File: src/rtl/f5_flatten_reader.sv
// f5_flatten_reader: sweeps F5 storage map-major and streams the 400 values to F6
// through a small output FIFO whose free space gates every storage read.
module f5_flatten_reader #(
    parameter int ADDRS      = 25,
    parameter int MAPS       = 16,
    parameter int RD_LAT     = 2,
    parameter int FIFO_DEPTH = 4
) (
    input  logic        clk,
    input  logic        rst_n,
    input  logic        start,
    output logic        busy,
    output logic        done,
    output logic [4:0]  f5_raddr,
    output logic [3:0]  f5_sel,
    input  logic [15:0] f5_rdata,
    output logic [15:0] out_data,
    output logic [8:0]  out_index,
    output logic        out_last,
    output logic        out_valid,
    input  logic        out_ready
);
    localparam int PW = $clog2(FIFO_DEPTH);
    localparam int CW = $clog2(FIFO_DEPTH + 1);
    localparam int LW = $clog2(RD_LAT + 1);

    typedef enum logic [1:0] {IDLE, LEAD, ISSUE, DRAIN} state_t;

    state_t           state_q;
    logic             busy_q, done_q;
    logic [4:0]       addr_q;
    logic [3:0]       map_q;
    logic [8:0]       idx_q;
    logic [RD_LAT-1:0] v_q, v_d;
    logic [8:0]       pidx_q [RD_LAT];
    logic [15:0]      fd_q [FIFO_DEPTH];
    logic [8:0]       fi_q [FIFO_DEPTH];
    logic [PW-1:0]    wp_q, rp_q;
    logic [CW-1:0]    cnt_q, cnt_d;
    logic [LW-1:0]    infl;
    logic             credit_ok, issue, wr, rd, drained;

    always_comb begin
        infl = '0;
        for (int i = 0; i < RD_LAT; i++) infl = infl + LW'(v_q[i]);
    end

    // Counting in-flight reads as occupied slots means a returning word always finds room.
    assign credit_ok = (int'(cnt_q) + int'(infl)) < FIFO_DEPTH;
    assign issue     = (state_q == ISSUE) && credit_ok;
    assign wr        = v_q[RD_LAT-1];
    assign rd        = out_valid && out_ready;
    assign cnt_d     = cnt_q + CW'(wr) - CW'(rd);
    assign v_d       = RD_LAT'({v_q, issue});
    assign drained   = (v_d == '0) && (cnt_d == '0);

    always_ff @(posedge clk) begin
        if (!rst_n) begin
            state_q <= IDLE;
            busy_q  <= 1'b0;
            done_q  <= 1'b0;
            addr_q  <= '0;
            map_q   <= '0;
            idx_q   <= '0;
            v_q     <= '0;
            wp_q    <= '0;
            rp_q    <= '0;
            cnt_q   <= '0;
            for (int i = 0; i < RD_LAT; i++) pidx_q[i] <= '0;
            for (int i = 0; i < FIFO_DEPTH; i++) begin
                fd_q[i] <= '0;
                fi_q[i] <= '0;
            end
        end else begin
            done_q    <= 1'b0;
            v_q       <= v_d;
            pidx_q[0] <= idx_q;
            for (int i = 1; i < RD_LAT; i++) pidx_q[i] <= pidx_q[i-1];
            if (wr) begin
                fd_q[wp_q] <= f5_rdata;
                fi_q[wp_q] <= pidx_q[RD_LAT-1];
                wp_q       <= wp_q + PW'(1);
            end
            if (rd) rp_q <= rp_q + PW'(1);
            cnt_q <= cnt_d;
            if (issue) idx_q <= idx_q + 9'd1;
            case (state_q)
                IDLE: begin
                    busy_q <= start && !busy_q;
                    if (start && !busy_q) begin
                        state_q <= LEAD;
                        addr_q  <= '0;
                        map_q   <= '0;
                        idx_q   <= '0;
                    end
                end
                LEAD: state_q <= ISSUE;
                // A new lane needs a LEAD bubble because the storage applies f5_sel one cycle late.
                ISSUE: if (issue) begin
                    if (addr_q != 5'(ADDRS - 1)) addr_q <= addr_q + 5'd1;
                    else if (map_q != 4'(MAPS - 1)) begin
                        map_q   <= map_q + 4'd1;
                        addr_q  <= '0;
                        state_q <= LEAD;
                    end else state_q <= DRAIN;
                end
                DRAIN: if (drained) begin
                    state_q <= IDLE;
                    done_q  <= 1'b1;
                end
            endcase
        end
    end

    assign busy      = busy_q;
    assign done      = done_q;
    assign f5_raddr  = addr_q;
    assign f5_sel    = map_q;
    assign out_valid = cnt_q != '0;
    assign out_data  = fd_q[rp_q];
    assign out_index = fi_q[rp_q];
    assign out_last  = out_valid && (out_index == 9'(ADDRS * MAPS - 1));
endmodule

File: config.mk
export PLATFORM = sky130hd
export DESIGN_NAME = f5_flatten_reader
export DESIGN_NICKNAME = d
export VERILOG_FILES = /design/src/rtl/f5_flatten_reader.sv
export SDC_FILE = /design/constraint.sdc
export NUM_CORES = 1
export LEC_CHECK = 0
export ABC_CLOCK_PERIOD_IN_PS = 7080
export CAP_MARGIN = 20
export CORE_MARGIN = 10
export CORE_UTILIZATION = 50
export CTS_CLUSTER_SIZE = 20
export DETAILED_ROUTE_END_ITERATION = 6
export DONT_BUFFER_PORTS = 1
export HOLD_SLACK_MARGIN = 0.02
export SLEW_MARGIN = 20
export SYNTH_ARGS = -nofsm -noshare
export SYNTH_HDL_FRONTEND = slang
export SYNTH_SLANG_ARGS = --single-unit
export TNS_END_PERCENT = 5
File: constraint.sdc
create_clock -name clk -period 7.08 [get_ports clk]
set_clock_uncertainty 0.2 [all_clocks]
set_input_delay 1.062 -clock clk [delete_from_list [all_inputs] [get_ports clk]]
set_output_delay 1.062 -clock clk [all_outputs]
set_load 0.01 [all_outputs]
Yosys cells after proc, flatten, opt, wreduce, memory -nomap -nowiden
Memory sizes are Yosys's and may differ from the RTL's. A register that Yosys moved wholly into a read port is not among the register bits.
Index checks and enable logic that the tools add are counted.
- register bits after elaboration: 31
- logic and storage cells: 91
- input bits: 20
- memory bits (writable): 118
- memories kept: 3
- output and inout port bits: 38
- magnitude comparators: 1
- $add $sub $neg: 9
- eq/ne operators: 12
- bitwise operators: 2
- muxes and demuxes: 37
- reduce and logical (&&, ||, !) cells: 17
- memory list (memory ; depth ; bits a word ; rd ports ; clocked after Yosys merged registers in ; write ports ; line ; text):
    fd_q ; 4 ; 16 ; 1 ; 1 ; 4 ; 36 ; logic [15:0] fd_q [FIFO_DEPTH];
    fi_q ; 4 ; 9 ; 1 ; 1 ; 4 ; 37 ; logic [8:0] fi_q [FIFO_DEPTH];
    pidx_q ; 2 ; 9 ; 2 ; 0 ; 2 ; 35 ; logic [8:0] pidx_q [RD_LAT];
- operators by type and width (kind ; count):
    2-to-1 mux 9 bit ; 6
    2-to-1 mux 2 bit ; 11
    2-to-1 mux 5 bit ; 4
    2-to-1 mux 16 bit ; 1
    2-to-1 mux 4 bit ; 4
    OR reduction 16 bit ; 1
    case mux 5 bit (2 select lines) ; 1
    adder 9 x 1 -> 9 bit (second input constant) ; 1
    equality test 9 bit (second input constant) ; 1
    OR reduction 9 bit ; 1
    2-to-1 mux 1 bit ; 8
    inequality test 2 bit (second input constant) ; 4
    case mux 2 bit (4 select lines) ; 1
    case mux 4 bit (2 select lines) ; 1
    AND reduction 4 bit ; 2
    adder 5 x 1 -> 5 bit (second input constant) ; 1
    logical AND 1 bit ; 5
    inequality test 5 bit (second input constant) ; 1
    AND reduction 5 bit ; 1
    adder 2 x 1 -> 2 bit (second input constant) ; 2
    adder 3 x 2 -> 4 bit ; 1
    adder 4 x 1 -> 4 bit (second input constant) ; 1
    equality test 2 bit (second input constant) ; 2
    logical NOT 2 bit ; 2
    14 further kinds ; 15

Depth between registers and ports, before layout
- depth in word-level cells: 8
- gate-level depth with buffers: 12

Worst setup path after synthesis
Ideal clock, no wire load.
- path type: input to register
- start: input out_ready
- end: register state_q[0]
- path buffers: 0
- setup time: 0.128 ns
- slack: 3.897 ns
- stages on the path: 10
- arrival: 2.855 ns
- cell sequence: and2_1 ha_1 inv_1 ha_1 inv_1 fa_1 xor2_1 nor4b_1 o221a_2 nor2_1
- word-level cells in the longest chain between the ends: 6
- ends and longest elaborated chain (item ; line ; text):
    from (decl) ; 21 ; input logic out_ready
    logical AND 1 bit ; 52 ; assign rd = out_valid && out_ready;
    subtractor 3 x 1 -> 3 bit ; 53 ; assign cnt_d = cnt_q + CW'(wr) - CW'(rd);
    logical NOT 3 bit ; 55 ; assign drained = (v_d == '0) && (cnt_d == '0);
    logical AND 1 bit ; 55 ;
    inequality test 2 bit (no source line) ; - ;
    AND reduction 4 bit (no source line) ; - ;
    to (signal assigned) ; 59 ; state_q <= IDLE;
    to (signal assigned) ; 91 ; state_q <= LEAD;
    to (signal assigned) ; 97 ; LEAD: state_q <= ISSUE;
    to (decl) ; 29 ; state_t state_q;
Every way passes these cells.
A chain may end at the register's enable or synchronous reset.

==> impl_results.md <==
- Run status: completed
- Slew Limit Fails: 0
- Final setup violation count: 0
- Initial DRC count: 185
- Routability cong.: 0.847
- Cell Area, Synth: 6410 µm²
- # hold bufs at CTS: 0
- Worst hold slack: 0.231 ns
- Dominant synthesized flop cell: edfxtp_1
- I/O Pins: 58
- Worst-Skew Late Latency: 0.41 ns
- CTS tree: done
- Post-DR wirelength/cell: 19.2 µm
- Pwr Density: 311 nW/µm²
- Worst vdd ir: 0.000188 V
- Unrepaired setup endpoints after global routing: false
- Global Route Usage Sum: 0.149
- Worst slack at placement: 3.27 ns
- TritonCTS Buffers: 17
- Nets: 501
- Die Ht: 133 µm
- CP max FO: 25
- Crit path time final: 4.15 ns
- P_leak: 2.69 nW
- Post-CTS repair timing setup buffer count: 0
- Worst Path Arrival: 2.89 ns
- Setup tns final: 0 ns
- Commonest non-fill, non-tap cells in the layout: edfxtp_1 (100), and2_1 (97), dfxtp_1 (49)
- HPWL after detailed placement: 7.95 mm
- Drt first pass iters: 4
- Largest net degree at the start of global routing: 55
- Total Wirelength: 12.6 mm
- Worst path required time: 5.82 ns
- Worst-margin pin slew: 0.973 ns
- Syn_area_per_cell: 13.6 µm²
- Initial Util: 0.510
- # clock sinks: 151
- Synth Net Count: 501
- Number of remaining DRC errors: 0
- Clock Pin Slew Worst Setup and Hold Paths: 0.06 ns
- Total power: 2.24 mW
- Vias in the first global route: 3737
- Yosys cell types: 45
- Yosys warnings: 0
- Area delta synth->final: 12.4%
- Final critical-path share of the clock period: 0.586
- Sequential area share after synthesis: 0.628
- CTS resizes: 0
- DIE AREA: 17800 µm²
- CTS Buffer Depth: 2
- Async SR Flop Fraction: 0
- Sw power: 0.531 mW
- Seq pwr share: 0.464
- N_diodes: 0
- Commonest non-fill, non-tap cell in the layout: edfxtp_1
- Antenna Nets Post-Route: 0
- Setup ws final: 2.93 ns
- Startpoint types: flip-flop
- Combinational share of power: 0.120
- Net Sw Frac: 0.237
- Worst setup EP type: output pin
- Hold crit path type: flip-flop to flip-flop
- H-tree Lvls: 4
- Internal: 1.71 mW
- Final hold viol count: 0
- Drt via density: 5.44
- Post-synth EDFFs: 100
- Total congestion overflow: 0
- Core outline area: 12600 µm²
- Clock Power Share: 0.416
- Fmax: 0.241 GHz
- MaxCap Viol Count: 0
- FP Rows: 41
- Critical path class: flip-flop to output pin
- Vias: 3573
- Die X: 133 µm
- First-pass GRT wire length: 20.5 mm
- Post-synthesis register bit count: 151
- Share of cells above drive strength 1: 0.161
- Mapped Cells: 472
- Port bufs: 0
- Clock root cell: clkbuf_16
- Initial antenna violation count: 1
- Relative slew margins: 0.351
[metal layers]
metal  vias up  global-route usage  routed length, µm
met5         -                   0                 13
li1       1715                   -                  -
met4         2              0.0617                161
met3        16              0.0534                851
met1      1760               0.182               5520
met2        80               0.235               6040
[synth_stat cells (3+ instances only)]
library cell	count	area, µm²
and3_1	27	169
xor2_1	7	61.3
nand2b_1	4	25.0
mux4_2	25	563
or3_1	3	18.8
and2_1	97	607
inv_1	6	22.5
nor2_1	25	93.8
nor3_1	3	15.0
ha_1	8	100
a21oi_1	8	40.0
o21ai_0	3	15.0
edfxtp_1	100	3000
nand4_1	7	43.8
dfxtp_1	51	1020
buf_2	6	30.0
nand3_1	13	65.1
xnor2_1	7	61.3
nor4_1	4	25.0
nand2_1	17	63.8
clkbuf_1	19	71.3
[layout make-up]
class / instances / area (µm²)
fill: 1057 / 5360
sequential: 151 / 4030
multi-input combinational: 289 / 2270
clock buffer: 22 / 464
tap: 172 / 215
clock inverter: 10 / 151
timing repair buffer: 7 / 52.6
inverter: 6 / 22.5
[flip-flops by register name, indices dropped and copies added, names as in the netlist, named ones only]
| name | flops |
|---|---|
| fd_q | 64 |
| fi_q | 36 |
| pidx_q | 18 |
| idx_q | 9 |
| f5_raddr | 5 |
| f5_sel | 4 |
| cnt_q | 3 |
| rp_q | 2 |
| state_q | 2 |
| v_q | 2 |
| wp_q | 2 |
| busy | 1 |
| done | 1 |
[per-stage QoR]
step	cells	instance area, µm²	util
after global placement	625	6590	0.524
after floorplan	472	6410	-
after detailed placement	625	6590	0.524
final	657	7210	0.573
after CTS	657	7210	0.573
after global routing	657	7210	0.573
[power groups by stage]
stage,logic [mW],registers [mW],clock network (mW)
after detailed placement,0.276,1.06,0
after floorplan,0.260,1.01,0
after CTS,0.276,1.04,0.948
after global placement,0.273,1.06,0
after global routing,0.297,1.05,0.988
final,0.269,1.04,0.932
[critical path, cell delays in order (launching register included)]
cell and delay, ns:
dfxtp_2 0.96, mux4_2 0.66, or4b_1 0.60, nor3_2 0.22
[worst paths after layout]
path,from,endpoint,slack (ns),cells after the start
setup / recovery,flip-flop,out_last,2.93,3
hold / removal,pidx_q[0][6]$_SDFF_PN0_,pidx_q[0][15]$_SDFF_PN0_,0.23,1
setup reg to reg,cnt_q[1]$_SDFF_PN0_,state_q[0]$_SDFFE_PN0P_,3.81,11
hold reg to reg,pidx_q[0][6]$_SDFF_PN0_,pidx_q[0][15]$_SDFF_PN0_,0.23,1
[kinds of logic after synthesis]
kind of cell | share of synthesized area
buf+inv | 0.0211
simple gates | 0.198
xor+xnor | 0.0191
mux | 0.0911
fa+ha+maj | 0.0187
compound gates | 0.0246
flops | 0.628
Note: power is estimated with default switching activity, not from simulation.
